--- src/rtl/alpu_cache_arbiter.sv ---
`default_nettype none
// +-----------------------------------------------------------------------------+
// | alpu_cache_arbiter: round-robin two-requester sequencer for the ALPU cache   |
// | Rev 1.0 -- optional watchdog compiled in by ALPU_CACHE_ARB_WATCHDOG_EN       |
// +-----------------------------------------------------------------------------+
module alpu_cache_arbiter #(
  parameter int ADDR_WIDTH     = 4,
  parameter int DATA_WIDTH     = 4,
  parameter int TIMEOUT_CYCLES = 16
) (
  input  logic                  clk,
  input  logic                  reset_n,
  input  logic                  req0_valid_i,
  input  logic                  req0_we_i,
  input  logic [ADDR_WIDTH-1:0] req0_addr_i,
  input  logic [DATA_WIDTH-1:0] req0_wdata_i,
  output logic                  req0_ready_o,
  input  logic                  req1_valid_i,
  input  logic                  req1_we_i,
  input  logic [ADDR_WIDTH-1:0] req1_addr_i,
  input  logic [DATA_WIDTH-1:0] req1_wdata_i,
  output logic                  req1_ready_o,
  output logic [DATA_WIDTH-1:0] resp0_rdata_o,
  output logic                  resp0_rvalid_o,
  output logic                  resp0_wack_o,
  output logic                  resp0_err_o,
  output logic [DATA_WIDTH-1:0] resp1_rdata_o,
  output logic                  resp1_rvalid_o,
  output logic                  resp1_wack_o,
  output logic                  resp1_err_o,
  output logic [ADDR_WIDTH-1:0] cache_addr_o,
  output logic [DATA_WIDTH-1:0] cache_wdata_o,
  output logic                  cache_ce_o,
  output logic                  cache_we_o,
  input  logic [DATA_WIDTH-1:0] cache_rdata_i,
  input  logic                  cache_rvalid_i,
  input  logic                  cache_wack_i
);

  localparam logic [1:0] S_IDLE = 2'd0;
  localparam logic [1:0] S_BUSY = 2'd1;
  localparam logic [1:0] S_RESP = 2'd2;

  logic [1:0]            state_q, state_d;
  logic                  owner_q, owner_d;
  logic                  last_grant_q, last_grant_d;
  logic                  we_q, we_d;
  logic [ADDR_WIDTH-1:0] addr_q, addr_d;
  logic [DATA_WIDTH-1:0] wdata_q, wdata_d;
  logic [DATA_WIDTH-1:0] rdata0_q, rdata0_d;
  logic [DATA_WIDTH-1:0] rdata1_q, rdata1_d;
  logic                  rvalid_q, rvalid_d;
  logic                  wack_q, wack_d;
  logic                  err_q, err_d;

  logic                  grant0_w, grant1_w;
  logic                  done_w, timeout_w;
  logic [DATA_WIDTH-1:0] rsp_data_w;

  // On a tie the requester that was not granted last wins.
  assign grant0_w = (state_q == S_IDLE) && req0_valid_i && (!req1_valid_i || last_grant_q);
  assign grant1_w = (state_q == S_IDLE) && req1_valid_i && (!req0_valid_i || !last_grant_q);

  assign req0_ready_o = grant0_w && reset_n;
  assign req1_ready_o = grant1_w && reset_n;

  assign done_w     = we_q ? cache_wack_i : cache_rvalid_i;
  assign rsp_data_w = (done_w && !we_q) ? cache_rdata_i : '0;

  always_comb begin
    state_d      = state_q;
    owner_d      = owner_q;
    last_grant_d = last_grant_q;
    we_d         = we_q;
    addr_d       = addr_q;
    wdata_d      = wdata_q;
    rdata0_d     = rdata0_q;
    rdata1_d     = rdata1_q;
    rvalid_d     = 1'b0;
    wack_d       = 1'b0;
    err_d        = 1'b0;
    case (state_q)
      S_IDLE: begin
        if (grant0_w || grant1_w) begin
          state_d      = S_BUSY;
          owner_d      = grant1_w;
          last_grant_d = grant1_w;
          we_d         = grant1_w ? req1_we_i    : req0_we_i;
          addr_d       = grant1_w ? req1_addr_i  : req0_addr_i;
          wdata_d      = grant1_w ? req1_wdata_i : req0_wdata_i;
        end
      end
      S_BUSY: begin
        // Completion has priority over a watchdog expiry in the same cycle.
        if (done_w || timeout_w) begin
          state_d  = S_RESP;
          rvalid_d = done_w && !we_q;
          wack_d   = done_w && we_q;
          err_d    = !done_w;
          if (owner_q) rdata1_d = rsp_data_w;
          else         rdata0_d = rsp_data_w;
        end
      end
      S_RESP:  state_d = S_IDLE;
      default: state_d = S_IDLE;
    endcase
  end

  always_ff @(posedge clk or negedge reset_n) begin
    if (!reset_n) begin
      state_q      <= S_IDLE;
      owner_q      <= 1'b0;
      last_grant_q <= 1'b1;
      we_q         <= 1'b0;
      addr_q       <= '0;
      wdata_q      <= '0;
      rdata0_q     <= '0;
      rdata1_q     <= '0;
      rvalid_q     <= 1'b0;
      wack_q       <= 1'b0;
      err_q        <= 1'b0;
    end else begin
      state_q      <= state_d;
      owner_q      <= owner_d;
      last_grant_q <= last_grant_d;
      we_q         <= we_d;
      addr_q       <= addr_d;
      wdata_q      <= wdata_d;
      rdata0_q     <= rdata0_d;
      rdata1_q     <= rdata1_d;
      rvalid_q     <= rvalid_d;
      wack_q       <= wack_d;
      err_q        <= err_d;
    end
  end

`ifdef ALPU_CACHE_ARB_WATCHDOG_EN
  localparam int                 CNT_W    = $clog2(TIMEOUT_CYCLES + 1);
  localparam logic [CNT_W-1:0]   LAST_CNT = CNT_W'(TIMEOUT_CYCLES - 1);

  logic [CNT_W-1:0] wd_cnt_q, wd_cnt_d;

  // Counter is zero whenever BUSY is entered and counts BUSY cycles.
  assign wd_cnt_d  = (state_q == S_BUSY) ? wd_cnt_q + 1'b1 : '0;
  assign timeout_w = (state_q == S_BUSY) && (wd_cnt_q == LAST_CNT);

  always_ff @(posedge clk or negedge reset_n) begin
    if (!reset_n) wd_cnt_q <= '0;
    else          wd_cnt_q <= wd_cnt_d;
  end

  assign resp0_err_o = err_q && !owner_q;
  assign resp1_err_o = err_q && owner_q;
`else
  logic unused_wd_w;

  assign timeout_w   = 1'b0;
  assign unused_wd_w = err_q ^ (TIMEOUT_CYCLES != 0);
  assign resp0_err_o = 1'b0;
  assign resp1_err_o = 1'b0;
`endif

  assign cache_ce_o     = (state_q == S_BUSY);
  assign cache_we_o     = (state_q == S_BUSY) && we_q;
  assign cache_addr_o   = addr_q;
  assign cache_wdata_o  = wdata_q;

  assign resp0_rvalid_o = rvalid_q && !owner_q;
  assign resp0_wack_o   = wack_q && !owner_q;
  assign resp1_rvalid_o = rvalid_q && owner_q;
  assign resp1_wack_o   = wack_q && owner_q;
  assign resp0_rdata_o  = rdata0_q;
  assign resp1_rdata_o  = rdata1_q;

endmodule
`default_nettype wire

--- config.mk ---
export PLATFORM = sky130hd
export DESIGN_NAME = alpu_cache_arbiter
export DESIGN_NICKNAME = d
export VERILOG_FILES = /design/src/rtl/alpu_cache_arbiter.sv
export SDC_FILE = /design/constraint.sdc
export NUM_CORES = 1
export LEC_CHECK = 0
export ABC_AREA = 1
export CAP_MARGIN = 20
export CORE_AREA = 8 8 67 69
export DETAILED_ROUTE_END_ITERATION = 8
export DIE_AREA = 0 0 75 77
export HOLD_SLACK_MARGIN = 0.03
export PLACE_DENSITY = 0.74
export SYNTH_ARGS = -nofsm -noshare
export SYNTH_HDL_FRONTEND = slang
export SYNTH_SLANG_ARGS = --single-unit
--- constraint.sdc ---
create_clock -name clk -period 1.3 [get_ports clk]
set_input_delay 0.13 -clock clk [delete_from_list [all_inputs] [get_ports clk]]
set_output_delay 0.13 -clock clk [all_outputs]
set_load 0.03 [all_outputs]
==> flow_summary.toml <==
[status]
outcome = "complete, but fails checks"
violations = "setup timing"

[power]
p_comb_share_pct = 66.2
switching_power_uw = 2316
internal_power_uw = 2517
swShare_pct = 47.92
pwr-share-clk_pct = 6.7
power_frac_seq_pct = 27.1
p_per_area_nw_per_um2 = 2265
leakage_uw = 0.001139
finalPower_uw = 4832
ir_drop_v = 0.0008037

[final_layout]
fin_nets = 269
area_growth_pct = 69.32
layout_common_cells = "30 x inv_1, 29 x nand2_1, 27 x clkdlybuf4s50_1"
mostFrequentLayoutCell = "inv_1"
antennaDiodeCount = 0
drive_above_1_share_pct = 30.42

[yosys]
synth_top_area_share_pct = 43.69
ys_seq_elements = 23
synth.area.top_cells = "dfrtp_1 44%, nand2_1 11%, inv_1 10%"
synth_top_cell_by_area = "dfrtp_1"
yosys.cell_types.count = 19
syn_area_um2 = 1260
synth-seq-area-share_pct = 45.78
syn_inst = 166
avgSynthCellArea_um2 = 7.590
synth_warnings = 0

[global_route]
grt_use_total_pct = 12.20
grt_max_degree = 24
grt_pass1_wl_mm = 5.768
overflow = 0
antenna_found_initial = 0
grt_pass1_vias = 1319

[floorplan]
row_count = 22
dieArea_um2 = 5775
coreArea_um2 = 3496
die_h_um = 77
io_pins = 54
die-width_um = 75
start_util_pct = 36.04

[clocking]
cts-buffers-inserted = 3
cts_root_buffer = "clkbuf_4"
cts_tree = "done"
clock-sinks = 23
insertion_delay_ns = 0.30
cts_buffer_depth = 2
cts.htree.levels = 1
clkTransAtPathRegs_ns = 0.13

[critical_path]
crit_fanout = 5
cp.required_ns = 1.17
worstSetupPathType = "reg -> out"
slowest_stage = "dfrtp_1"
slowest_delay_ns = 0.44
critPathLaunchType = "flop"
crit_chain = "nor2_4 -> nand3_4 -> nor2_4 -> buf_6"
critical_path_arrival_ns = 1.34
path_common_cell = "nor2_4"
cp-end-kind = "output port"

[routing]
vias_per_cell = 4.441
totalWireLength_mm = 3.590
postRouteAntennaNets = 0
drc = 0
dr.pass1.iters = 4
via_count = 1279
drt_iter0_markers = 38
routedWlPerCell_um = 12.47

[place]
io_buffers = 51
detailed_place_hpwl_mm = 2.735
finalWeightedCongestion = 0.7650

[min_path]
holdCritPathClass = "in -> async"

[timing]
finalCritPeriodShare_pct = 112.7
hold_viol_final = 0
rsz0062_at_grt = "true"
setup_viol = 7
period_needed_ns = 1.465
fin_ws_ns = -0.1652
max_freq_mhz = 682.5
drv_slew = 0
holdWs_ns = 0.2190
skew_ns = 0.008692

[run]
cap_viol_max_count = 0
## stage by stage
stage               cell area (um^2)  TNS, ns  setup WS (ns)  std cells  utilization (%)
finish                          2133  -0.5707        -0.1652        288            61.02
global route                    2133   -1.342        -0.2151        288            61.02
CTS                             1939  -0.4992        -0.2258        278            55.48
detailed placement              1849  -0.6961       -0.07341        270            52.90
global placement                1849  -0.3986       -0.04978        270            52.90
floorplan                       1269        0       0.007854        167                -
## power groups by stage
stage	Clock, uW	Combinational [uW]	Sequential, uW
2_1_floorplan	0	1200	1750
6_report	322	3200	1310
3_3_place_gp	0	2610	1320
3_5_place_dp	0	2650	1330
4_1_cts	337	2710	1320
5_1_grt	358	3460	1360
## layout make-up
type                    count  area (um^2)
well taps                  48        60.06
fillers                   320         1363
clock buffers               4        26.28
multi-input cells          99        608.1
flip-flops and latches     23        578.1
inverters                  34        127.6
repair buffers             80        733.2
## final timing paths
path	cells past startpoint	startpoint	to	slack, ns
min	2	reset_n	cache_wdata_o[0]	0.22
min reg2reg	2	resp1_rdata_o[3]	resp1_rdata_o[3]	0.48
min in group clk	3	cache_wack_i	wack_q	0.40
max reg2reg	7	state_q[0]	cache_addr_o[1]	-0.05
max in group asynchronous	2	reset_n	last_grant_q	0.81
max	4	state_q[0]	req1_ready_o	-0.17
## worst max-delay path, delay by kind of cell (launching register included)
kind | cells | cell delay (ns)
flip-flops | 1 | 0.44
AND/OR/NAND/NOR | 3 | 0.46
buffers and inverters | 1 | 0.13
## Yosys cell counts
master	instances
and2_1	1
nor3_1	1
buf_2	3
conb_1	1
nand3_2	2
nand2_2	2
buf_4	6
nand2_1	38
nand3_1	20
inv_1	34
dfstp_2	1
o21ai_2	1
nor2_1	11
o21ai_0	2
buf_6	2
nand4_1	17
o21ai_1	1
dfrtp_1	22
nor2_4	1
## kinds of logic (layout without fill, tap and decap cells)
family | count (synthesis) | after routing | share of synthesized area [%]
AO/OA/AOI/OAI | 4 | 4 | 1.887
buffers and inverters | 45 | 118 | 16.68
flip-flops | 23 | 23 | 45.78
other | 1 | 2 | 0.2976
AND/OR/NAND/NOR | 93 | 93 | 35.35
## sequential cells by signal, summed over array words and instances, names as in the netlist
| name | count |
|---|---|
| last_grant_q | 1 |
| resp0_rdata_o | 4 |
| cache_addr_o | 4 |
| cache_wdata_o | 4 |
| state_q | 2 |
| resp1_rdata_o | 4 |
| rvalid_q | 1 |
| wack_q | 1 |
| owner_q | 1 |
| we_q | 1 |
## metal layers
layer	wire length, um	GRT usage (%)	vias to the layer above	share of wire, %
met3	353	4.681	2	9.8
met1	1525	13.82	563	42
met5	0	0	-	0
met2	1696	20.76	48	47
li1	-	-	666	-
met4	15	2.353	0	0.42
## what timing repair did
action,4_1_cts,5_1_grt
cloned,0,0
hold buffers,0,0
buffers inserted,4,12
gates resized for setup,30,33
pin swaps,3,23
setup endpoints to repair,26,27
(Power assumes the default switching activity.)
